## config.mk

```make
export PLATFORM = sky130hd
export DESIGN_NAME = regfile_wb_queue
export DESIGN_NICKNAME = d
export VERILOG_FILES = /design/src/rtl/regfile_pkg.sv /design/src/rtl/regfile_wb_fifo.sv /design/src/rtl/regfile_wb_queue.sv
export SDC_FILE = /design/constraint.sdc
export NUM_CORES = 1
export LEC_CHECK = 0
export ABC_AREA = 1
export CORE_ASPECT_RATIO = 0.6
export CORE_UTILIZATION = 40
export DETAILED_ROUTE_END_ITERATION = 8
export MAX_ROUTING_LAYER = met4
export PLACE_DENSITY = 0.68
export SYNTH_ARGS = -nofsm -noshare
export SYNTH_HDL_FRONTEND = slang
export SYNTH_SLANG_ARGS = --single-unit
```

## constraint.sdc

```tcl
create_clock -name clock -period 9.5 [get_ports clock]
set_input_delay 2.85 -clock clock [delete_from_list [all_inputs] [get_ports clock]]
set_output_delay 2.85 -clock clock [all_outputs]
set_load 0.02 [all_outputs]
```

## src/rtl/regfile_pkg.sv

```systemverilog
// regfile_pkg: shared widths, the x0 select and the writeback entry layout for the RegFile port set
package regfile_pkg;
  localparam int RF_DATA_WIDTH = 32;
  localparam int RF_ADDR_WIDTH = 5;
  localparam int ZERO_REG = 0;
  typedef struct packed {
    logic [RF_ADDR_WIDTH-1:0] sel;
    logic [RF_DATA_WIDTH-1:0] data;
  } wb_entry_t;
endpackage

```

## src/rtl/regfile_wb_fifo.sv

```systemverilog
// regfile_wb_fifo: sync FIFO exposing every slot plus a valid mask so readers can search pending writes
module regfile_wb_fifo import regfile_pkg::*; #(
  parameter type entry_t = wb_entry_t,
  parameter int DEPTH = 4,
  localparam int PW = $clog2(DEPTH)
) (
  input  logic          clock,
  input  logic          reset,
  input  logic          push,
  input  logic          pop,
  input  entry_t        push_entry,
  output entry_t        head_entry,
  output entry_t        entries [DEPTH],
  output logic [DEPTH-1:0] valid,
  output logic [PW-1:0] head,
  output logic          full,
  output logic          empty
);
  logic [PW-1:0] tail;
  logic [PW:0] count;
  entry_t mem [DEPTH];
  always_ff @(posedge clock) begin
    if (reset) begin
      head <= '0;
      tail <= '0;
      count <= '0;
    end else begin
      if (push) begin
        mem[tail] <= push_entry;
        tail <= tail + PW'(1);
      end
      if (pop) head <= head + PW'(1);
      count <= count + (PW+1)'(push) - (PW+1)'(pop);
    end
  end
  // a slot is live when its distance from head is below the occupancy
  always_comb begin
    valid = '0;
    for (int j = 0; j < DEPTH; j++) valid[j] = {1'b0, PW'(j) - head} < count;
  end
  assign entries = mem;
  assign head_entry = mem[head];
  assign full = count == (PW+1)'(DEPTH);
  assign empty = count == '0;
endmodule

```

## src/rtl/regfile_wb_queue.sv

```systemverilog
// regfile_wb_queue: buffers writebacks ahead of the RegFile write port and forwards pending data to operand reads
module regfile_wb_queue import regfile_pkg::*; #(
  parameter int DATA_WIDTH = RF_DATA_WIDTH,
  parameter int ADDR_WIDTH = RF_ADDR_WIDTH,
  parameter int DEPTH = 4
) (
  input  logic                  clock,
  input  logic                  reset,
  input  logic                  wb_valid,
  output logic                  wb_ready,
  input  logic [ADDR_WIDTH-1:0] wb_sel,
  input  logic [DATA_WIDTH-1:0] wb_data,
  input  logic                  rd_valid,
  input  logic [ADDR_WIDTH-1:0] rd_sel1,
  input  logic [ADDR_WIDTH-1:0] rd_sel2,
  output logic                  rd_rsp_valid,
  output logic [DATA_WIDTH-1:0] rd_data1,
  output logic [DATA_WIDTH-1:0] rd_data2,
  output logic                  idle,
  output logic                  rf_write,
  output logic [ADDR_WIDTH-1:0] rf_write_sel,
  output logic [DATA_WIDTH-1:0] rf_write_data,
  output logic [ADDR_WIDTH-1:0] rf_read1_sel,
  output logic [ADDR_WIDTH-1:0] rf_read2_sel,
  input  logic [DATA_WIDTH-1:0] rf_read_data1,
  input  logic [DATA_WIDTH-1:0] rf_read_data2
);
  localparam int PW = $clog2(DEPTH);
  typedef struct packed {
    logic [ADDR_WIDTH-1:0] sel;
    logic [DATA_WIDTH-1:0] data;
  } entry_t;
  entry_t wb_entry, head_entry;
  entry_t entries [DEPTH];
  logic [DEPTH-1:0] valid;
  logic [PW-1:0] head;
  logic full, empty, accept, enq;
  logic [DATA_WIDTH-1:0] fwd1, fwd2;
  assign wb_ready = !full;
  assign accept = wb_valid & wb_ready;
  assign enq = accept && wb_sel != ADDR_WIDTH'(ZERO_REG);
  assign wb_entry = {wb_sel, wb_data};
  regfile_wb_fifo #(.entry_t(entry_t), .DEPTH(DEPTH)) fifo (
    .clock(clock), .reset(reset), .push(enq), .pop(!empty), .push_entry(wb_entry),
    .head_entry(head_entry), .entries(entries), .valid(valid), .head(head),
    .full(full), .empty(empty)
  );
  assign idle = empty;
  assign rf_write = !empty;
  assign rf_write_sel = head_entry.sel;
  assign rf_write_data = head_entry.data;
  assign rf_read1_sel = rd_sel1;
  assign rf_read2_sel = rd_sel2;
  // walk oldest to youngest so the youngest match overrides; same-cycle writeback beats the queue
  function automatic logic [DATA_WIDTH-1:0] lookup(input logic [ADDR_WIDTH-1:0] sel,
                                                   input logic [DATA_WIDTH-1:0] rf);
    logic [DATA_WIDTH-1:0] v;
    logic [PW-1:0] idx;
    v = rf;
    for (int i = 0; i < DEPTH; i++) begin
      idx = head + PW'(i);
      if (valid[idx] && entries[idx].sel == sel) v = entries[idx].data;
    end
    if (accept && wb_sel == sel) v = wb_data;
    return sel == ADDR_WIDTH'(ZERO_REG) ? '0 : v;
  endfunction
  always_comb begin
    fwd1 = lookup(rd_sel1, rf_read_data1);
    fwd2 = lookup(rd_sel2, rf_read_data2);
  end
  always_ff @(posedge clock) begin
    if (reset) begin
      rd_rsp_valid <= 1'b0;
      rd_data1 <= '0;
      rd_data2 <= '0;
    end else begin
      rd_rsp_valid <= rd_valid;
      if (rd_valid) begin
        rd_data1 <= fwd1;
        rd_data2 <= fwd2;
      end
    end
  end
endmodule
```

==> results.md <==
* Final Core Density at 48.7%
* Detail Placement HPWL at 38900 um
* Die Ht at between 150 and 200 um
* Clock transition at the registers of the reported paths at approximately 0.06 ns
* Vias in the first global route at 16400
* Fin. Hold Viols at 0
* PwrDens at 310 nW/um2
* Synthesized flop and latch total at 220
* RSZ-0062 raised after global routing: no
* Netlist cell types at 34
* Async set or reset register ratio after synthesis at 0%
* Clock Skew at between 0.02 and 0.025 ns
* Tightest Pin Transition at 1.16 ns
* Postcts setup bufs at 0
* Area grow syn2layout at 19.0%
* Router iterations before antenna repair at 7
* Final #Nets at 2793
* Flop pwr share at between 10% and 20%
* Gate power share at ~65%
* Cell Chain, Critical Path: clkdlybuf4s50_1 -> clkdlybuf4s50_1
* TritonCTS clock tree: yes
* Layout cell share with drive strength beyond 1 at ~4%
* Slew HR at 22.3%
* Hold_buf cts at 0
* CP required at roughly 6.7 ns
* Net Sw Frac at 55.1%
* Reg2reg setup slack at 3.32 ns
* Slew Limit Fails at 0
* Root buffer cell: clkbuf_16
* Mapped Avg Cell Area at 6.48 um2
* Outcome: completed
* Peak VDD IR at 0.262 mV
* CTS resizes at 0
* RePlAce Congestion at 0.915
* Total design power at about 6.1 mW
* Drt first-iter violations at 2099
* WS Path Type: in -> out
* Setup TNS at 0 ns
* Drt wl/cell at 19.3 um
* CP Buf/Inv Count at 2
* CTS sink cnt at 220
* Clock Latency Late Sink at around 0.54 ns
* Initial antenna violation count at 1
* Register area share after synthesis at approximately a third
* CP Max Fanout at 7
* Core region area at 40700 um2
* Endpoints failing setup at 0
* Max Fclk at roughly 0.14 GHz
* Cell internal pwr at ~2.8 mW
* Top cell by count, worst path: clkdlybuf4s50_1
* Largest net degree at the start of global routing at 95
* Die W at 265 um
* Vias per std cell at 5.48
* Arr. time, crit path at 4.18 ns
* CP endpoint kind: output port
* Port Buffers at ~230
* Post-DRT Antenna Nets at 0
* First-pass GRT wire length at 94600 um
* Die ar. at 42500 um2
* Synthesized instance count at ~2600
* Row count at between 50 and 60
* Fin crit share at 74.0%
* CP max stage delay at 0.67 ns
* Gr usage total at 29.6%
* Post-route minimum period at 7.03 ns
* NetSw at around 3.4 mW
* Synthesized Nets at 2698
* Leakage at 9.18 nW
* Worst setup SP type: primary input
* Max-cap viol count at 0
* Ys Warns at 0
* Top_reg_cell synth: edfxtp_1
* Via count at approximately 18000
* Cell Area, Synth at roughly 17000 um2
* Crit path max-delay family: buffers and inverters
* Worst Hold Class: reg -> reg
* DRC viols at 0
* Boundary Pins at 230
* Num CTS Buffers at 23
* Routed wire length at 62500 um
* Clock network fraction of total power at 15.3%
* Post-synth EDFFs at 148
* Largest buffer count on any clock path at 3
* Slowest cell on crit path: clkdlybuf4s50_1
* GRT overflow at 0
* H-tree Lvls at 1
* Initial Util at between 40% and 50%
cell usage after synthesis, types with 22 or more instances:
library cell    n  share of area [%]
edfxtp_1      148                 27
a21oi_1        70                2.1
inv_1         416                9.4
xor2_1         26                1.4
nand4_1       132                5.0
nand2_1       838                 19
dfxtp_1        72                8.7
o21ai_1        82                2.5
clkbuf_1       86                1.9
mux2i_1        22                1.3
nand3_1       221                6.6
buf_2          65                2.0
o21ai_0       271                8.1
power groups by stage:
stage	combinational [mW]	clock, mW	sequential (mW)
2_1_floorplan	2.55	0	1.24
3_3_place_gp	3.80	0	1.23
3_5_place_dp	3.86	0	1.23
4_1_cts	3.87	0.949	1.21
5_1_grt	4.28	0.985	1.23
6_report	3.99	0.941	1.21
routing by layer:
layer  track usage [%]  wire [um]  part of all wire (%)  vias to the layer above
li1                  -          -                     -                     8459
met1              39.8      25600                    41                     7993
met2              43.3      26300                    42                     1128
met3              6.06       8020                    13                      212
met4              12.0       2660                   4.3                        0
met5                 -          0                     0                        -
sequential cells by signal, indices dropped and copies added (netlist names):
name,flops
rd_rsp_valid,1
rd_data1,32
fifo.entries,148
rd_data2,32
fifo.head,2
fifo.tail,2
fifo.count,3
cell usage in the layout, fill, tap and decap left out, drive strengths merged, types with 33 or more instances in the layout:
cell / instances
a21oi: 70
buf: 33
clkbuf: 33
clkdlybuf4s50: 228
dfxtp: 72
edfxtp: 148
inv: 425
nand2: 841
nand3: 225
nand4: 132
o21ai: 354
path summary, 6_finish.rpt:
check / startpoint / endpoint / cells past startpoint
worst max register to register: fifo.head[0] / rd_data1[31] / 19
worst min-delay path: rd_data1[4] / rd_data1[4] / 2
worst min register to register: rd_data1[4] / rd_data1[4] / 2
worst max-delay path: rd_sel1[4] / rf_read1_sel[4] / 2
area by class of cell:
cell class                      count  area, um2
Antenna cell                        1       2.50
Clock buffer                       33        687
Clock inverter                      8       81.3
Fill cell                        3973      20900
Inverter                          423       1590
Multi-Input combinational cell   1738       8340
Sequential cell                   220       5890
Tap cell                          560        701
Timing Repair Buffer              261       2530
per-stage QoR:
stage	hold slack [ns]	std cells	setup slack (ns)	area, um2
floorplan	0.463	2572	3.67	16700
global placement	0.456	3202	2.51	19100
detailed placement	0.459	3202	2.47	19100
CTS	0.469	3243	2.48	19800
global route	0.494	3244	2.46	19800
finish	0.468	3244	2.47	19800
logic make-up after synthesis:
| logic type | synth area share (%) |
|---|---|
| buffers and inverters | 15.3 |
| multiplexers | 1.32 |
| AO/OA/AOI/OAI | 13.0 |
| flip-flops | 35.3 |
| AND/OR/NAND/NOR | 32.5 |
| adder cells (fa/ha/maj) | 0.871 |
| XOR/XNOR | 1.74 |
(Power assumes the default switching activity.)
